[src/rtl/lpupf_pipe_adder_pwr.sv]
// Pipelined WIDTH-bit adder in NUM_DOM power slices, with a drain /
// isolate / save / off / power-up / restore / de-isolate power sequencer.
//
// Ports:
//   clk_upf, rst_upf_n      clock, synchronous active-low reset
//   in_valid/in_ready       operand beat handshake
//   in_a, in_b, in_cin      operands and carry-in
//   out_valid               one-cycle pulse per result (no backpressure)
//   out_sum, out_cout       a+b+cin and carry out of the MSB
//   out_xor, out_and        a^b and a&b, aligned with out_sum
//   op_cnt                  results emitted, wraps at 2^CNT_W
//   pwr_down_req/pwr_up_req power sequencing requests
//   pwr_ack                 pulse when a down or up sequence completes
//   iso_en, save, restore   strobes for UPF isolation/retention cells
//   pwr_en                  domain power switch enable
//   pwr_state               FSM state encoding (debug)
//
// Optional build macro: LPUPF_OP_CNT_RETENTION_EN keeps op_cnt across
// OFF via a shadow register; without it op_cnt restarts at 0.

module lpupf_pipe_adder_pwr #(
    parameter int WIDTH     = 8,
    parameter int NUM_DOM   = 4,
    parameter int PWRUP_CYC = 3,
    parameter int CNT_W     = 16
) (
    input  logic             clk_upf,
    input  logic             rst_upf_n,
    input  logic             in_valid,
    output logic             in_ready,
    input  logic [WIDTH-1:0] in_a,
    input  logic [WIDTH-1:0] in_b,
    input  logic             in_cin,
    output logic             out_valid,
    output logic [WIDTH-1:0] out_sum,
    output logic             out_cout,
    output logic [WIDTH-1:0] out_xor,
    output logic [WIDTH-1:0] out_and,
    output logic [CNT_W-1:0] op_cnt,
    input  logic             pwr_down_req,
    input  logic             pwr_up_req,
    output logic             pwr_ack,
    output logic             iso_en,
    output logic             save,
    output logic             restore,
    output logic             pwr_en,
    output logic [2:0]       pwr_state
);

    localparam int CHUNK = WIDTH / NUM_DOM;
    localparam int LAST  = NUM_DOM - 1;
    localparam int PCW   = (PWRUP_CYC > 1) ? $clog2(PWRUP_CYC) : 1;
    localparam logic [PCW-1:0] PWRUP_LAST = PCW'(PWRUP_CYC - 1);

    typedef enum logic [2:0] {
        ST_ON      = 3'd0,
        ST_DRAIN   = 3'd1,
        ST_ISO     = 3'd2,
        ST_SAVE    = 3'd3,
        ST_OFF     = 3'd4,
        ST_PWRUP   = 3'd5,
        ST_RESTORE = 3'd6,
        ST_UNISO   = 3'd7
    } state_t;

    state_t r_state;
    state_t w_state_nxt;

    logic           r_off_entry;
    logic [PCW-1:0] r_pcnt;

    // Per-stage registers. Full-width operand copies carry the upper
    // chunks forward; each stage only consumes its own chunk.
    logic [WIDTH-1:0]   r_a [NUM_DOM];
    logic [WIDTH-1:0]   r_b [NUM_DOM];
    logic [WIDTH-1:0]   r_s [NUM_DOM];
    logic [WIDTH-1:0]   r_x [NUM_DOM];
    logic [WIDTH-1:0]   r_n [NUM_DOM];
    logic [NUM_DOM-1:0] r_c;
    logic [NUM_DOM-1:0] r_v;

    logic [WIDTH-1:0] w_ai  [NUM_DOM];
    logic [WIDTH-1:0] w_bi  [NUM_DOM];
    logic [WIDTH-1:0] w_si  [NUM_DOM];
    logic [WIDTH-1:0] w_xi  [NUM_DOM];
    logic [WIDTH-1:0] w_ni  [NUM_DOM];
    logic             w_ci  [NUM_DOM];
    logic             w_vi  [NUM_DOM];
    logic [WIDTH-1:0] w_so  [NUM_DOM];
    logic             w_co  [NUM_DOM];
    logic [CHUNK:0]   w_add [NUM_DOM];

    logic             w_acc;
    logic             w_empty;
    logic [CNT_W-1:0] r_op_cnt;

    assign w_acc   = in_valid & in_ready;
    assign w_empty = ~|r_v;

    // Stage inputs: stage 0 from the ports, stage k from stage k-1.
    always_comb begin : p_stage_in
        w_ai[0] = in_a;
        w_bi[0] = in_b;
        w_si[0] = '0;
        w_xi[0] = in_a ^ in_b;
        w_ni[0] = in_a & in_b;
        w_ci[0] = in_cin;
        w_vi[0] = w_acc;
        for (int k = 1; k < NUM_DOM; k++) begin
            w_ai[k] = r_a[k-1];
            w_bi[k] = r_b[k-1];
            w_si[k] = r_s[k-1];
            w_xi[k] = r_x[k-1];
            w_ni[k] = r_n[k-1];
            w_ci[k] = r_c[k-1];
            w_vi[k] = r_v[k-1];
        end
    end

    // Chunk adders: stage k fills sum bits [k*CHUNK +: CHUNK].
    always_comb begin : p_stage_add
        for (int k = 0; k < NUM_DOM; k++) begin
            w_add[k] = {1'b0, w_ai[k][k*CHUNK +: CHUNK]}
                     + {1'b0, w_bi[k][k*CHUNK +: CHUNK]}
                     + {{CHUNK{1'b0}}, w_ci[k]};
            w_so[k] = w_si[k];
            w_so[k][k*CHUNK +: CHUNK] = w_add[k][CHUNK-1:0];
            w_co[k] = w_add[k][CHUNK];
        end
    end

    // Data only loads with a valid beat so the outputs hold between
    // results. OFF wipes the slices to model loss of state.
    always_ff @(posedge clk_upf) begin
        if (!rst_upf_n || r_state == ST_OFF) begin
            r_v <= '0;
            r_c <= '0;
            for (int k = 0; k < NUM_DOM; k++) begin
                r_a[k] <= '0;
                r_b[k] <= '0;
                r_s[k] <= '0;
                r_x[k] <= '0;
                r_n[k] <= '0;
            end
        end else begin
            for (int k = 0; k < NUM_DOM; k++) begin
                r_v[k] <= w_vi[k];
                if (w_vi[k]) begin
                    r_a[k] <= w_ai[k];
                    r_b[k] <= w_bi[k];
                    r_s[k] <= w_so[k];
                    r_x[k] <= w_xi[k];
                    r_n[k] <= w_ni[k];
                    r_c[k] <= w_co[k];
                end
            end
        end
    end

    // Isolation clamp on everything leaving the switchable slices.
    assign out_valid = r_v[LAST] & ~iso_en;
    assign out_sum   = iso_en ? '0 : r_s[LAST];
    assign out_cout  = iso_en ? 1'b0 : r_c[LAST];
    assign out_xor   = iso_en ? '0 : r_x[LAST];
    assign out_and   = iso_en ? '0 : r_n[LAST];

    always_ff @(posedge clk_upf) begin
        if (!rst_upf_n) begin
            r_state <= ST_ON;
        end else begin
            r_state <= w_state_nxt;
        end
    end

    // OFF is only ever entered from SAVE, so this flags its first cycle.
    always_ff @(posedge clk_upf) begin
        if (!rst_upf_n) begin
            r_off_entry <= 1'b0;
        end else begin
            r_off_entry <= (r_state == ST_SAVE);
        end
    end

    always_ff @(posedge clk_upf) begin
        if (!rst_upf_n) begin
            r_pcnt <= '0;
        end else if (r_state == ST_PWRUP) begin
            r_pcnt <= r_pcnt + 1'b1;
        end else begin
            r_pcnt <= '0;
        end
    end

    always_comb begin : p_fsm
        w_state_nxt = r_state;
        in_ready    = 1'b0;
        iso_en      = 1'b0;
        save        = 1'b0;
        restore     = 1'b0;
        pwr_en      = 1'b1;
        pwr_ack     = 1'b0;
        unique case (r_state)
            ST_ON: begin
                in_ready = 1'b1;
                if (pwr_down_req) begin
                    w_state_nxt = ST_DRAIN;
                end
            end
            ST_DRAIN: begin
                if (w_empty) begin
                    w_state_nxt = ST_ISO;
                end
            end
            ST_ISO: begin
                iso_en      = 1'b1;
                w_state_nxt = ST_SAVE;
            end
            ST_SAVE: begin
                iso_en      = 1'b1;
                save        = 1'b1;
                w_state_nxt = ST_OFF;
            end
            ST_OFF: begin
                iso_en  = 1'b1;
                pwr_en  = 1'b0;
                pwr_ack = r_off_entry;
                if (pwr_up_req) begin
                    w_state_nxt = ST_PWRUP;
                end
            end
            ST_PWRUP: begin
                iso_en = 1'b1;
                if (r_pcnt == PWRUP_LAST) begin
                    w_state_nxt = ST_RESTORE;
                end
            end
            ST_RESTORE: begin
                iso_en      = 1'b1;
                restore     = 1'b1;
                w_state_nxt = ST_UNISO;
            end
            ST_UNISO: begin
                pwr_ack     = 1'b1;
                w_state_nxt = ST_ON;
            end
            default: begin
                w_state_nxt = ST_ON;
            end
        endcase
    end

    assign pwr_state = r_state;

`ifdef LPUPF_OP_CNT_RETENTION_EN
    logic [CNT_W-1:0] r_op_shadow;

    always_ff @(posedge clk_upf) begin
        if (!rst_upf_n) begin
            r_op_shadow <= '0;
        end else if (r_state == ST_SAVE) begin
            r_op_shadow <= r_op_cnt;
        end
    end

    always_ff @(posedge clk_upf) begin
        if (!rst_upf_n) begin
            r_op_cnt <= '0;
        end else if (r_state == ST_RESTORE) begin
            r_op_cnt <= r_op_shadow;
        end else if (r_state == ST_OFF) begin
            r_op_cnt <= '0;
        end else if (out_valid) begin
            r_op_cnt <= r_op_cnt + 1'b1;
        end
    end
`else
    always_ff @(posedge clk_upf) begin
        if (!rst_upf_n) begin
            r_op_cnt <= '0;
        end else if (r_state == ST_OFF) begin
            r_op_cnt <= '0;
        end else if (out_valid) begin
            r_op_cnt <= r_op_cnt + 1'b1;
        end
    end
`endif

    assign op_cnt = r_op_cnt;

endmodule

[config.mk]
export PLATFORM = sky130hd
export DESIGN_NAME = lpupf_pipe_adder_pwr
export DESIGN_NICKNAME = d
export VERILOG_FILES = /design/src/rtl/lpupf_pipe_adder_pwr.sv
export SDC_FILE = /design/constraint.sdc
export NUM_CORES = 1
export LEC_CHECK = 0
export CAP_MARGIN = 5
export CELL_PAD_IN_SITES_DETAIL_PLACEMENT = 0
export CELL_PAD_IN_SITES_GLOBAL_PLACEMENT = 2
export CORE_MARGIN = 4
export CORE_UTILIZATION = 38
export DETAILED_ROUTE_END_ITERATION = 16
export PLACE_DENSITY_LB_ADDON = 0.2
export SLEW_MARGIN = 10
export SYNTH_ARGS = -nofsm -noshare
export SYNTH_HDL_FRONTEND = slang
export SYNTH_SLANG_ARGS = --single-unit
[constraint.sdc]
create_clock -name clk_upf -period 2.6 [get_ports clk_upf]
set_input_delay 0.39 -clock clk_upf [delete_from_list [all_inputs] [get_ports clk_upf]]
set_output_delay 0.39 -clock clk_upf [all_outputs]
set_load 0.05 [all_outputs]
# ---- After elaboration in Yosys (flattened, before gate mapping)
# Memory sizes are Yosys's and may differ from the RTL's.
# Cells that the tools add are included.
dict set report classes {
  addsub 10
  mul 0
  div_mod_pow 0
  magnitude_cmp 0
  eq_ne 12
  shift 0
  muxes 49
  bitwise_logic 26
  reduce_logical 8
}
# operator n
set ops {}
lappend ops {{8-bit two-way mux} 23}
lappend ops {{3-bit one-hot mux with 8 select lines} 1}
lappend ops {{1-bit two-way mux} 20}
lappend ops {{1-bit OR} 20}
lappend ops {{16-bit by 1-bit adder with 16-bit output (second input constant)} 1}
lappend ops {{2-bit by 2-bit adder with 3-bit output} 4}
lappend ops {{3-bit by 1-bit adder with 3-bit output} 4}
lappend ops {{3-bit == test (second input constant)} 4}
lappend ops {{3-bit two-way mux} 4}
lappend ops {{8-bit AND} 1}
lappend ops {{8-bit XOR} 1}
lappend ops {{3-bit by 2-bit == test with 1-bit output (second input constant)} 2}
lappend ops {{2-bit != test (second input constant)} 3}
lappend ops {{5-bit OR reduction} 1}
lappend ops {{4-bit AND reduction} 1}
lappend ops {{4-bit OR reduction} 1}
lappend ops {{3-bit by 1-bit == test with 1-bit output (second input constant)} 1}
lappend ops {{3-bit zero test} 1}
lappend ops {{2-bit by 1-bit adder with 2-bit output (second input constant)} 1}
lappend ops {{1-bit AND} 2}
lappend ops {{2-bit == test (second input constant)} 1}
lappend ops {{2-bit by 1-bit != test with 1-bit output (second input constant)} 1}
lappend ops {{1-bit NOT} 2}
lappend ops {{1-bit one-hot mux with 2 select lines} 1}
lappend ops {{other kinds (4)} 4}
dict set report word_totals {
  ff_bits 30
  latchBits 0
  mem_bits_rw 160
  romBits 0
  in_bits 22
  out_inout_bits 51
  elab_cells 119
  mem_count 5
}
# name depth width read_ports rd_clocked_by_memory_dff wr line_no
set memory_table {}
lappend memory_table {r_a 4 8 3 0 4 74} ;# logic [WIDTH-1:0] r_a [NUM_DOM];
lappend memory_table {r_b 4 8 3 0 4 75} ;# logic [WIDTH-1:0] r_b [NUM_DOM];
lappend memory_table {r_n 4 8 4 0 4 78} ;# logic [WIDTH-1:0] r_n [NUM_DOM];
lappend memory_table {r_s 4 8 4 0 4 76} ;# logic [WIDTH-1:0] r_s [NUM_DOM];
lappend memory_table {r_x 4 8 4 0 4 77} ;# logic [WIDTH-1:0] r_x [NUM_DOM];

# ---- Longest topological paths before layout
# Gate-level depths: netlist of the first run.
dict set report depth {
  depth_word 7
  mapped_depth 7
  ltp_nobuf 7
}

# ---- Least setup slack after synthesis of the first run
# No wires, ideal clock.
dict set report synth_timing {
  kind {reg2reg}
  start {reg r_state[0], in the netlist pwr_state[0]}
  end {mem r_a[0][2], enable pin}
  setup_time_ps 387
  t_arrival_ps 2218
  required_ps 2213
  setup_slack_ps -5
  stages_incl_launch_ff 5
  path_buffers 1
  period_less_slack_ps 2605
  cell_sequence {dfxtp_1 -> buf_4 -> nor3_2 -> nand2_1 -> nand2_1}
}
# element line_no
set synth_lines {}
lappend synth_lines {{start, declared} 66} ;# state_t r_state;
lappend synth_lines {{start signal, assigned} 171} ;# r_state <= w_state_nxt;
lappend synth_lines {{end, declared} 74}

# ---- Final worst setup path of the first run
dict set report layout_timing {
  start {reg r_state[1], in the netlist pwr_state[1]}
  end {out pwr_en}
}
dict set report layout_between {
  elab_chain_cells 2
}
# element line_no
set layout_lines {}
lappend layout_lines {{3-bit == test} 202} ;# unique case (r_state)
lappend layout_lines {{1-bit two-way mux} 202}
lappend layout_lines {{end, declared} 46} ;# output logic pwr_en,
# No other way between the ends.

==> flow_summary.yaml, run 1 <==
grt:
  grt_overflow: 0
  grt_pass1_vias: 3433
  grt_max_degree: 38
  grt_usage_pct: 11.82
  grt_pass1_wl_um: 16640
  antenna_found_initial: 0
yosys:
  postSynth.asyncResetShare_pct: 0
  synth_xor_area_share_pct: 0.5983
  synth_area_leader_cell: "edfxtp_1"
  synth_cells: 462
  synth_fa_ha_area_share_pct: 4.872
  synth_top_cell_area_share_pct: 55.38
  netlist_top_cells_area: "edfxtp_1 (55%), and3_1 (11%), dfxtp_1 (10%)"
  synthMuxAreaShare_pct: 0.3419
  synth_top_family_by_area: "simple AND/OR/NAND/NOR gates"
  ys_types: 39
  yosys.area_share.simple_pct: 20.30
  synth_compound_area_share_pct: 4.103
  synth_nets: 502
  mappedNetlistArea_um2: 5856
  syn_avg_cell_area_um2: 12.67
  ys_seq_area_share_pct: 65.64
  synth_ff_type: "edfxtp_1"
  ys_seq_elements: 138
  ys_warn_count: 0
  synth-edff-count: 108
timing:
  max-slew-margin-rel_pct: 65.87
  period_share_pct: 95.10
  setup_violations: 0
  fin_crit_ps: 2473
  finClkSkew_ps: 5.486
  fmax_ghz: 0.4044
  rsz0062_at_grt: "false"
  tightestPinTransition_ps: 510.4
  report.final.slew_viol_count: 0
  fin_tns_setup_ps: 0
  hold_viol_final: 0
setup_path:
  cp_num_buf_inv: 1
  worstPathArrival_ps: 2080
  cp.required_ps: 2210
  slowest_delay_ps: 800
  endpoint_kind: "output pin"
  path_max_fanout: 13
  slowest_stage: "clkdlybuf4s50_1"
  timing.rr.end: "op_cnt[5]$_SDFFE_PP0P_"
  crit_chain: "nor2_2, nand2_1, clkdlybuf4s50_1"
  path_class: "reg2out"
  r2r_cells: 4
  critPathTopFamily: "buffers and inverters"
  reg2reg_slack_ps: 660
  reg2reg_from: "pwr_state[1]$_SDFFE_PN0P_"
  start_kind: "register"
hold_path:
  hp-start: "r_pcnt[0]$_SDFF_PN0_"
  hold_class: "reg2reg"
  hold_end: "r_pcnt[0]$_SDFF_PN0_"
  hold_depth: 1
final_layout:
  syn_to_final_growth_pct: 30.81
  instances_no_fill: 737
  antenna_cells: 0
  fin_nets: 577
  n_fill_cell: 1337
  drive_gt1_share_pct: 14.03
routing:
  wl_per_cell_um: 13.22
  ant_nets: 0
  num_vias: 3512
  routed_via_density: 4.765
  drcViolationCount: 0
  dr.pass1.iters: 4
  drtIter0Drc: 148
  drt-total-wl_um: 9741
placement:
  dp_cells: 706
  numPortBuffers: 72
  dp_hpwl_um: 7189
  place.gp.congestion: 0.7097
power:
  ir_drop_uv: 559.5
  p_leak_nw: 3.226
  pwr_density_cell_nw_per_um2: 762.6
run_status:
  status: "finished clean"
floorplanning:
  ios: 73
  initial_core_util_pct: 38.66
  dieArea_um2: 17460
  row_count: 45
  coreArea_um2: 15150
  die_w_um: 132.1
  die_h_um: 132.1
run:
  maxCapViolCount: 0
cts:
  path_clk_slew_ps: 50
  insertion_delay_ps: 410
  cts_tree: "built"
  cts.hold.buffers_added: 0
  cts_inserted_buffers: 17
  clockRootBuffer: "clkbuf_16"
  h-tree-depth: 4
  clock-sinks: 138
  clk_path_buf_depth: 2
flip-flops by register name, indices dropped and copies added, names as in the netlist:
| name | count |
|---|---|
| r_a | 12 |
| r_n | 32 |
| pwr_state | 3 |
| r_s | 20 |
| r_off_entry | 1 |
| r_v | 4 |
| r_pcnt | 2 |
| r_b | 12 |
| r_x | 32 |
| op_cnt | 16 |
| r_c | 4 |
stage by stage:
| stage | total power, mW | worst slack [ps] | hold slack, ps | instance area, um^2 | utilization [%] |
|---|---|---|---|---|---|
| 2_1_floorplan | 3.136 | 203.2 | 392.5 | 5858 | - |
| 3_3_place_gp | 3.491 | 308.6 | 400.1 | 7067 | 46.66 |
| 3_5_place_dp | 3.504 | 218.7 | 407.3 | 7067 | 46.66 |
| 4_1_cts | 5.923 | 106.2 | 414.7 | 7657 | 50.56 |
| 5_1_grt | 6.089 | 2.828 | 427.1 | 7660 | 50.57 |
| 6_report | 5.842 | 127.4 | 408.9 | 7660 | 50.57 |
area by class of cell:
cell class                 instances  area, um^2  area share [%]
inverter                          32       120.1           1.568
timing repair buffer              85        1090           14.23
multi-input combinational        263        1779           23.23
clock inverter                    10       151.4           1.976
sequential                       138        3844           50.18
tap                              188       235.2           3.071
clock buffer                      21       440.4           5.750
placed cells by master (no fill, tap or decap), types with 3 or more instances in the layout:
cell type / synthesis / routed
a211oi_1: 3 / 3
a21oi_1: 15 / 15
and2_1: 32 / 32
and3_1: 99 / 99
and4_1: 3 / 3
buf_12: 0 / 27
buf_4: 1 / 13
bufinv_16: 0 / 4
clkbuf_1: 20 / 4
clkbuf_16: 0 / 17
clkdlybuf4s50_1: 0 / 43
clkinv_1: 0 / 3
dfxtp_1: 30 / 30
edfxtp_1: 108 / 108
fa_1: 8 / 8
ha_1: 10 / 10
inv_1: 28 / 28
inv_2: 4 / 4
nand2_1: 16 / 15
nand2b_1: 5 / 5
nand3_1: 4 / 4
nand4_1: 4 / 4
nor2_1: 20 / 20
o21ai_1: 10 / 10
or3_1: 10 / 10
xor2_1: 3 / 3
cell usage after synthesis (4+ instances only):
cell type,count
a21oi_1,15
and2_1,32
and3_1,99
buf_2,8
clkbuf_1,20
dfxtp_1,30
edfxtp_1,108
fa_1,8
ha_1,10
inv_1,28
inv_2,4
nand2_1,16
nand2b_1,5
nand3_1,4
nand4_1,4
nor2_1,20
o21ai_1,10
or3_1,10
report_power, final:
part / internal, mW / switching (mW) / total, mW
clock network: 1.59 / 0.812 / 2.40
registers: 2.57 / 0.0613 / 2.63
logic: 0.328 / 0.483 / 0.812
total: 4.48 / 1.36 / 5.84
routing by layer:
layer  vias to the layer above  routed length (um)  track usage, %
met5                         -                   0               0
met3                        19                 418           3.626
met2                        68                4291           17.33
met1                      1617                4794           15.59
met4                         0                 237           6.709
li1                       1808                   -               -
cells by family (layout without fill, tap and decap cells):
logic type / count (synthesis) / in the layout
AND/OR/NAND/NOR: 202 / 202
multiplexers: 2 / 2
adder cells (fa/ha/maj): 18 / 18
flip-flops: 138 / 138
XOR/XNOR: 4 / 4
AO/OA/AOI/OAI: 37 / 37
buffers and inverters: 61 / 148
worst max path at each step:
stage,startpoint,end,cells after the start
global route,pwr_state[1]$_SDFFE_PN0P_,pwr_en,3
finish,pwr_state[1]$_SDFFE_PN0P_,pwr_en,3
floorplan,pwr_state[1]$_SDFFE_PN0P_,out_and[0],5
detailed placement,in_a[0],r_c[0]$_SDFFE_PP0P_,8
global placement,in_a[0],r_c[0]$_SDFFE_PP0P_,8
CTS,pwr_state[1]$_SDFFE_PN0P_,save,3
repair_timing:
| item | 4_1_cts | 5_1_grt |
|---|---|---|
| resized for setup | 1 | 1 |
| endpoints found under the setup margin | 1 | 1 |
| buffers inserted | 0 | 0 |
No activity file was read; power rests on OpenSTA's default activity.
==> inputs of run 2 (changes only) <==
--- a/config.mk
+++ b/config.mk
@@ -9,7 +9,8 @@
 export CELL_PAD_IN_SITES_DETAIL_PLACEMENT = 0
 export CELL_PAD_IN_SITES_GLOBAL_PLACEMENT = 2
 export CORE_MARGIN = 4
-export CORE_UTILIZATION = 38
+export CORE_UTILIZATION = 41
+export CTS_BUF_LIST = sky130_fd_sc_hd__clkbuf_16
 export DETAILED_ROUTE_END_ITERATION = 16
 export PLACE_DENSITY_LB_ADDON = 0.2
 export SLEW_MARGIN = 10
==> constraint.sdc (replaced) <==
create_clock -name clk_upf -period 2.9 [get_ports clk_upf]
set_input_delay 0.435 -clock clk_upf [delete_from_list [all_inputs] [get_ports clk_upf]]
set_output_delay 0.435 -clock clk_upf [all_outputs]
set_load 0.05 [all_outputs]
==> flow_summary.yaml, run 2 (synthesized netlist as in run 1, its figures left out) <==
cts:
  cts.repair.resized: 0
  clock-sinks: 138
  clockRootBuffer: "clkbuf_16"
  cts.hold.buffers_added: 0
  cts_tree: "built"
  h-tree-depth: 4
  insertion_delay_ps: 410
  cts_setup_buffers: 0
  clk_path_buf_depth: 2
  cts_inserted_buffers: 17
  path_clk_slew_ps: 50
timing:
  report.final.slew_viol_count: 0
  period_share_pct: 91.44
  fmax_ghz: 0.3771
  whs_ps: 409.4
  tightestPinTransition_ps: 822.6
  fin_tns_setup_ps: 0
  finClkSkew_ps: 4.520
  setup_violations: 0
  fin_crit_ps: 2652
  max-slew-margin-rel_pct: 45.02
  hold_viol_final: 0
  rsz0062_at_grt: "false"
  setup_slack_ps: 248.3
final_layout:
  final_cell_mix: "edfxtp_1 (108), and3_1 (99), clkdlybuf4s50_1 (45)"
  drive_gt1_share_pct: 13.35
  largestRegisters: "r_n x32, r_x x32, r_s x20"
  multi_input_area_um2: 1777
  n_fill_cell: 1174
  final_common_cell: "edfxtp_1"
  fin_nets: 574
  seqCellArea_um2: 3844
  syn_to_final_growth_pct: 27.31
  antenna_cells: 0
  final_core_util_pct: 53.50
routing:
  drcViolationCount: 0
  drt-total-wl_um: 9682
  wl_per_cell_um: 13.32
  dr.pass1.iters: 4
  routed_via_density: 4.846
  ant_nets: 0
  drtIter0Drc: 158
  num_vias: 3523
setup_path:
  start_kind: "register"
  path_max_fanout: 13
  cp.required_ps: 2470
  slowest_stage: "clkdlybuf4s50_1"
  path_class: "reg2out"
  reg2reg_slack_ps: 910
  worstPathArrival_ps: 2220
  crit_chain: "nor2_2, nand2_1, a21oi_1, clkdlybuf4s50_1"
  timing.rr.end: "op_cnt[15]$_SDFFE_PP0P_"
  endpoint_kind: "output pin"
  critPathLaunch: "pwr_state[1]$_SDFFE_PN0P_"
  slowest_delay_ps: 810
  reg2reg_from: "pwr_state[2]$_SDFFE_PN0P_"
  cp-endpoint: "pwr_ack"
  r2r_cells: 4
placement:
  place.gp.congestion: 0.7319
  numPortBuffers: 72
  dp_hpwl_um: 7085
  dp_slack_ps: 478.2
grt:
  grt_overflow: 0
  grt_pass1_vias: 3471
  grt_pass1_wl_um: 16370
  grt_usage_pct: 12.73
  antenna_found_initial: 0
  grt_max_degree: 32
power:
  pwr_density_cell_nw_per_um2: 660.5
  p_leak_nw: 3.140
  ir_drop_uv: 332.0
floorplanning:
  die_h_um: 127.5
  ios: 73
  coreArea_um2: 13930
  initial_core_util_pct: 42.02
  row_count: 43
  die_w_um: 127.5
  dieArea_um2: 16260
run:
  maxCapViolCount: 0
hold_path:
  hold_class: "reg2reg"
run_status:
  status: "finished clean"
-- run 2: cell count changes in the layout (fill, tap and decap cells not counted), sizes merged --
cell,change
buf,-3
bufinv,-3
clkbuf,-4
clkdlybuf4s50,+2
clkinv,+3
clkinvlp,+1
dlygate4sd2,-1
dlymetal6s2s,-1
inv,+4
-- run 2: how the worst min path moves through the flow --
stage	from	endpoint	slack, ps	cells after the start
2_1_floorplan	r_pcnt[0]$_SDFF_PN0_	r_pcnt[0]$_SDFF_PN0_	390	1
3_3_place_gp	r_pcnt[0]$_SDFF_PN0_	r_pcnt[0]$_SDFF_PN0_	400	1
3_5_place_dp	r_pcnt[0]$_SDFF_PN0_	r_pcnt[0]$_SDFF_PN0_	410	1
4_1_cts	r_pcnt[0]$_SDFF_PN0_	r_pcnt[0]$_SDFF_PN0_	410	1
5_1_grt	r_pcnt[0]$_SDFF_PN0_	r_pcnt[0]$_SDFF_PN0_	420	1
6_report	r_pcnt[0]$_SDFF_PN0_	r_pcnt[0]$_SDFF_PN0_	410	1
-- run 2: worst max-delay path: cells and delay by family, from the launching register on --
kind,cells,cell delay (ps)
AOI/OAI and AO/OA,1,140
buffers and inverters,1,810
DFF,1,440
and+or+nand+nor,2,410
-- run 2: metrics by stage --
step           std cells  total power, mW  area, um^2
2_1_floorplan        462            2.811        5856
3_3_place_gp         695            3.087        6932
3_5_place_dp         695            3.100        6932
4_1_cts              727            4.982        7455
5_1_grt              727            5.126        7455
6_report             727            4.923        7455
-- run 2: where the power goes --
group	total [mW]	leakage, nW	internal [mW]	switching, mW
clock network	1.88	0.263	1.14	0.732
registers	2.37	1.39	2.31	0.0673
logic	0.675	1.49	0.262	0.413
total	4.92	3.14	3.71	1.21
-- run 2: routing by layer --
layer | share of wire, % | GRT usage (%) | routed length [um] | up-vias
met4 | 2.0 | 5.868 | 193 | 0
met2 | 45 | 19.26 | 4392 | 69
met1 | 47 | 16.68 | 4593 | 1626
met3 | 5.2 | 4.139 | 503 | 17
met5 | 0 | 0 | 0 | -
li1 | - | - | - | 1811
-- run 2: cell type report --
cell class	count	area share, %
well taps	180	3.021
clock buffers	17	5.707
multi-input cells	263	23.83
clock inverters	15	1.309
flip-flops and latches	138	51.56
repair buffers	82	12.96
inverters	32	1.611
